[config.mk]
export PLATFORM = sky130hd
export DESIGN_NAME = k_estimator
export DESIGN_NICKNAME = d
export VERILOG_FILES = /design/src/rtl/fpll_pkg.sv /design/src/rtl/edge_sync.sv /design/src/rtl/k_estimator.sv
export SDC_FILE = /design/constraint.sdc
export NUM_CORES = 1
export LEC_CHECK = 0
export ABC_AREA = 1
export BUFFER_PORTS_ARGS = -buffer_cell sky130_fd_sc_hd__buf_2
export CORE_MARGIN = 4
export CORE_UTILIZATION = 40
export CTS_CLUSTER_SIZE = 12
export DETAILED_ROUTE_END_ITERATION = 16
export HOLD_SLACK_MARGIN = 0.12
export PLACE_DENSITY = 0.53
export RECOVER_POWER = 100
export SLEW_MARGIN = 0
export SYNTH_ARGS = -nofsm -noshare
export SYNTH_HDL_FRONTEND = slang
export SYNTH_SLANG_ARGS = --single-unit
[constraint.sdc]
create_clock -name fpga_clk_i -period 3.7 [get_ports fpga_clk_i]
set_input_delay 0.37 -clock fpga_clk_i [delete_from_list [all_inputs] [get_ports fpga_clk_i]]
set_output_delay 0.37 -clock fpga_clk_i [all_outputs]
set_load 0.02 [all_outputs]
[src/rtl/fpll_pkg.sv]
// Shared types and constants for the frequency-lock loop blocks.
package fpll_pkg;

  typedef enum logic [1:0] {
    IDLE   = 2'd0,
    GATE   = 2'd1,
    REPORT = 2'd2
  } k_state_e;

  localparam int ERR_MIN = -128;
  localparam int ERR_MAX = 127;

  // Clamp a signed difference into the 8-bit error range.
  function automatic logic signed [7:0] clamp_err(input int d);
    if (d > ERR_MAX) begin
      return 8'sd127;
    end else if (d < ERR_MIN) begin
      return -8'sd128;
    end else begin
      return 8'(d);
    end
  endfunction

endpackage

[src/rtl/edge_sync.sv]
// Multi-flop synchronizer followed by a rising-edge detector.
// SYNC_STAGES must be at least 2.
module edge_sync #(
  parameter int SYNC_STAGES = 2
) (
  input  logic clk_i,
  input  logic reset_i,
  input  logic sig_i,
  output logic edge_o
);

  logic [SYNC_STAGES-1:0] sync_q, sync_d;
  logic                   prev_q;

  // Shift the asynchronous input into the synchronizer chain.
  always_comb begin
    sync_d = {sync_q[SYNC_STAGES-2:0], sig_i};
  end

  // Synchronizer and edge-history registers.
  always_ff @(posedge clk_i) begin
    if (reset_i) begin
      sync_q <= '0;
      prev_q <= 1'b0;
    end else begin
      sync_q <= sync_d;
      prev_q <= sync_q[SYNC_STAGES-1];
    end
  end

  assign edge_o = sync_q[SYNC_STAGES-1] & ~prev_q;

endmodule

[src/rtl/k_estimator.sv]
// Gated edge counter that estimates the phase increment k of a square
// wave, reports the window-to-window error and flags when it settles.
//
// state  | meaning
// IDLE   | waiting for enable_i
// GATE   | counting edges for 2^GATE_LOG2 cycles
// REPORT | one-cycle update of outputs, then next window
module k_estimator
  import fpll_pkg::*;
#(
  parameter int WIDTH       = 12,
  parameter int GATE_LOG2   = 12,
  parameter int TOL         = 2,
  parameter int STABLE_N    = 4,
  parameter int SYNC_STAGES = 2
) (
  input  logic                    fpga_clk_i,
  input  logic                    reset_i,
  input  logic                    enable_i,
  input  logic                    sig_i,
  output logic [WIDTH-1:0]        k_est_o,
  output logic                    valid_o,
  output logic signed [7:0]       error_o,
  output logic                    stable_o,
  output logic                    overflow_o
);

  localparam int RUN_W = $clog2(STABLE_N + 1);
  localparam logic [WIDTH-1:0] CNT_MAX = '1;
  localparam logic [GATE_LOG2-1:0] GATE_LAST = '1;

  k_state_e               state_q, state_d;
  logic [GATE_LOG2-1:0]   gate_q, gate_d;
  logic [WIDTH-1:0]       cnt_q, cnt_d;
  logic                   win_ovf_q, win_ovf_d;
  logic                   first_q, first_d;
  logic [RUN_W-1:0]       run_q, run_d;
  logic [WIDTH-1:0]       k_est_q, k_est_d;
  logic                   valid_q, valid_d;
  logic signed [7:0]      err_q, err_d;
  logic                   ovf_out_q, ovf_out_d;

  logic                   edge_pulse;
  logic signed [WIDTH:0]  diff;
  logic signed [7:0]      err_clamped;
  int                     err_abs;
  logic                   qualify;

  edge_sync #(
    .SYNC_STAGES(SYNC_STAGES)
  ) u_edge_sync (
    .clk_i  (fpga_clk_i),
    .reset_i(reset_i),
    .sig_i  (sig_i),
    .edge_o (edge_pulse)
  );

  // Next-state, counter and report logic.
  always_comb begin
    state_d   = state_q;
    gate_d    = gate_q;
    cnt_d     = cnt_q;
    win_ovf_d = win_ovf_q;
    first_d   = first_q;
    run_d     = run_q;
    k_est_d   = k_est_q;
    valid_d   = 1'b0;
    err_d     = err_q;
    ovf_out_d = ovf_out_q;

    diff        = $signed({1'b0, cnt_q}) - $signed({1'b0, k_est_q});
    err_clamped = clamp_err(int'(diff));
    err_abs     = (err_clamped < 0) ? -int'(err_clamped) : int'(err_clamped);
    qualify     = (err_abs <= TOL) && !win_ovf_q;

    case (state_q)
      IDLE: begin
        if (enable_i) begin
          state_d   = GATE;
          gate_d    = '0;
          cnt_d     = '0;
          win_ovf_d = 1'b0;
          first_d   = 1'b1;
        end
      end
      GATE: begin
        if (!enable_i) begin
          state_d = IDLE;
          run_d   = '0;
        end else begin
          if (edge_pulse) begin
            if (cnt_q == CNT_MAX) begin
              win_ovf_d = 1'b1;
            end else begin
              cnt_d = cnt_q + 1'b1;
            end
          end
          gate_d = gate_q + 1'b1;
          if (gate_q == GATE_LAST) begin
            state_d = REPORT;
          end
        end
      end
      REPORT: begin
        if (!enable_i) begin
          state_d = IDLE;
          run_d   = '0;
        end else begin
          k_est_d   = cnt_q;
          valid_d   = 1'b1;
          ovf_out_d = win_ovf_q;
          if (first_q) begin
            err_d = '0;
          end else begin
            err_d = err_clamped;
            if (!qualify) begin
              run_d = '0;
            end else if (run_q != RUN_W'(STABLE_N)) begin
              run_d = run_q + 1'b1;
            end
          end
          first_d   = 1'b0;
          state_d   = GATE;
          gate_d    = '0;
          cnt_d     = '0;
          win_ovf_d = 1'b0;
        end
      end
      default: begin
        state_d = IDLE;
      end
    endcase
  end

  // State and output registers; reset overrides everything.
  always_ff @(posedge fpga_clk_i) begin
    if (reset_i) begin
      state_q   <= IDLE;
      gate_q    <= '0;
      cnt_q     <= '0;
      win_ovf_q <= 1'b0;
      first_q   <= 1'b0;
      run_q     <= '0;
      k_est_q   <= '0;
      valid_q   <= 1'b0;
      err_q     <= '0;
      ovf_out_q <= 1'b0;
    end else begin
      state_q   <= state_d;
      gate_q    <= gate_d;
      cnt_q     <= cnt_d;
      win_ovf_q <= win_ovf_d;
      first_q   <= first_d;
      run_q     <= run_d;
      k_est_q   <= k_est_d;
      valid_q   <= valid_d;
      err_q     <= err_d;
      ovf_out_q <= ovf_out_d;
    end
  end

  assign k_est_o    = k_est_q;
  assign valid_o    = valid_q;
  assign error_o    = err_q;
  assign stable_o   = (run_q == RUN_W'(STABLE_N));
  assign overflow_o = ovf_out_q;

endmodule
==> results.json <==
{
  "reg2reg_from": "k_est_o[3]",
  "timing.critical_path.to": "run_q[0]",
  "antenna_found_initial": 0,
  "initial_utilization": 0.410,
  "worstPathArrival_ps": 3580,
  "mostFrequentLayoutCell": "nand2_1",
  "antenna_cells": 0,
  "mostFrequentLayoutCells": "nand2_1 (135), inv_1 (83), dfxtp_1 (55), nor2_1 (39), a21oi_1 (33)",
  "first_iter_violations": 86,
  "ys_seq_elements": 56,
  "syn-num-nets": 526,
  "via_count": 3162,
  "drtAntennaViolNets": 0,
  "hold_path_depth": 3,
  "finalSetupViolCount": 0,
  "routed_via_density": 4.96,
  "mapped_area_mm2": 0.00337,
  "port-buffer-count": 26,
  "boundaryPins": 27,
  "timing.setup.critical_path_class": "flip-flop to flip-flop",
  "clk_pin_slew_worst_paths_ps": 120,
  "global_route.overflow_total": 0,
  "final_slew_violations": 0,
  "floorplan.die.height_um": 99.8,
  "power.density_mw_per_mm2": 313,
  "number_of_synthesized_flops_with_an_enable_pin": 0,
  "core_area_mm2": 0.00822,
  "design.final.nets": 555,
  "yosysSeqAreaShare": 0.333,
  "die_width_um": 99.8,
  "route.final.wire_length_mm": 7.99,
  "clock_sink_count": 56,
  "netlist_instances": 503,
  "fin_crit_ps": 3360,
  "async_flop_share": 0,
  "slew_headroom": 0.397,
  "post-route-period-util": 0.908,
  "run_status": "completed",
  "r2r-end": "run_q[0]",
  "worst-slew-pin-transition_ps": 904,
  "route.detailed.drc": 0,
  "fin_worst_hold_slack_ps": 246,
  "place_hpwl_mm": 6.18,
  "worstSetupEndpointType": "flip-flop",
  "setup.reg_to_reg.worst_slack_ps": 340,
  "worstSetupStartpointType": "flip-flop",
  "worst_ep_required_ps": 3920,
  "area_growth_from_synthesis_to_final_layout_pct": 9.76,
  "critPathMaxFanout": 10,
  "die_area_mm2": 0.00996,
  "drive_gt1_frac": 0.0788,
  "cts_made_buffers": 5,
  "power.leakage_nw": 1.60,
  "place_congestion": 0.843,
  "clock_tree_from_tritoncts": "yes",
  "grt_pass1_vias": 2911,
  "groute.usage.overall": 0.164,
  "global_route_wire_length_before_repair_mm": 13.5,
  "fin_worst_skew_ps": 10.7,
  "cts-htree-levels": 2,
  "yosys_warnings": 0,
  "cts_buffer_depth": 2,
  "rsz0062_at_grt": "no",
  "std_cell_rows": 33,
  "tns_ps": 0,
  "timing.hold.worst.class": "primary input to flip-flop",
  "grt_max_degree": 21,
  "synth_top_flop_cell": "dfxtp_1",
  "rr_worst_depth": 24,
  "drt_first_pass_iters": 4,
  "worst_skew_pair.late_latency_ps": 310,
  "clk_root_buffer_cell": "clkbuf_8",
  "report.final.hold_viol_count": 0,
  "timing.critical_path.from": "k_est_o[3]",
  "worst_ir_drop_vdd_v": 0.000171,
  "synthesis.area_per_instance_um2": 6.70,
  "avgRoutedWirePerCell_um": 12.5,
  "utilization": 0.450,
  "ys_types": 39,
  "maxCapViolations": 0,
  "fmaxAchievable_mhz": 298
}
-- sequential cells by signal, indices dropped and copies added (netlist names), 2 cells and up --
signal and cells:
k_est_o 12, error_o 8, u_edge_sync.sync_q 2, gate_q 12
run_q 3, state_q 2, cnt_q 12
-- cell usage after synthesis, types with 2 or more instances --
library cell  number  area, um^2
nand3_1           28         140
o21ai_0           22         110
nor2_4             2        22.5
a221oi_1           3        26.3
nand3_2            3        30.0
inv_1             84         315
a21oi_4            2        32.5
xor2_1             4        35.0
o21bai_1           2        15.0
clkinv_1           2        7.51
o22ai_1            9        56.3
a211oi_1           3        22.5
o21a_1             4        30.0
nor4_1             2        12.5
nor2_2             2        12.5
a21oi_1           34         170
ha_1              18         225
nor3_1             7        35.0
o21ai_2            3        26.3
clkbuf_1           5        18.8
nor2_1            39         146
dfxtp_1           56        1120
nand2_2            8        50.1
xnor2_1            2        17.5
nand2_1          135         507
nand4_1           11        68.8
-- how the worst min path moves through the flow --
| stage | from | end |
|---|---|---|
| after floorplan | u_edge_sync.sync_q[0] | u_edge_sync.sync_q[1] |
| after global placement | u_edge_sync.sync_q[0] | u_edge_sync.sync_q[1] |
| after detailed placement | u_edge_sync.sync_q[0] | u_edge_sync.sync_q[1] |
| after CTS | sig_i | u_edge_sync.sync_q[0] |
| after global routing | sig_i | u_edge_sync.sync_q[0] |
| final | sig_i | u_edge_sync.sync_q[0] |
-- per-layer routing --
| layer | up-vias | part of all wire | track usage |
|---|---|---|---|
| met4 | 0 | 0.011 | 0.0420 |
| li1 | 1682 | - | - |
| met1 | 1432 | 0.52 | 0.228 |
| met5 | - | 0 | 0 |
| met2 | 42 | 0.44 | 0.267 |
| met3 | 6 | 0.025 | 0.0243 |
-- cell type report --
type / instances / area (um^2)
Clock buffer: 5 / 68.8
Sequential cell: 56 / 1120
Multi-Input combinational cell: 352 / 1900
Inverter: 87 / 327
Clock inverter: 3 / 27.5
Timing Repair Buffer: 30 / 128
Tap cell: 105 / 131
Fill cell: 860 / 4520
-- where the power goes --
part           switching [mW]  internal (mW)  total, mW
sequential            0.00765          0.612      0.619
combinational           0.113         0.0586      0.172
clock                   0.227          0.140      0.367
total                   0.348          0.810       1.16
-- critical path, stage by stage (launching register included) --
cell and delay, ps:
dfxtp_1 370, inv_1 70, ha_1 380, nand2_1 150, nand2_1 60, nand2_1 50, nand2_1 80, nand2_2 120
nand3_4 100, a21oi_4 310, inv_1 120, o21ai_2 120, nand2_1 90, nand2_2 120, inv_1 60, ha_1 260
a21oi_1 60, nand2_1 90, inv_1 50, a21oi_2 100, nand2_2 70, nor2_4 140, nand2_2 90, a21oi_1 150
nor2_1 60
-- timing repair --
item                       in CTS  in global routing
hold buffers                    0                  0
resized for setup               0                  6
buffers inserted                0                  2
setup endpoints to repair       0                  3
-- stage by stage --
stage | cells | power [mW] | instance area [um^2] | setup WS, ps
after floorplan | 503 | 0.760 | 3370 | 573
after global placement | 628 | 0.795 | 3610 | 366
after detailed placement | 628 | 0.795 | 3610 | 271
after CTS | 636 | 1.16 | 3700 | 238
after global routing | 638 | 1.22 | 3700 | 3.42
final | 638 | 1.16 | 3700 | 340
-- cell families after synthesis --
group           count (synthesis)  share of synthesized area
flops                          56                      0.333
compound gates                 87                      0.157
fa+ha+maj                      19                     0.0728
xor+xnor                        6                     0.0156
simple gates                  240                      0.313
buf+inv                        95                      0.108
Power figures use the tool's default switching activity.
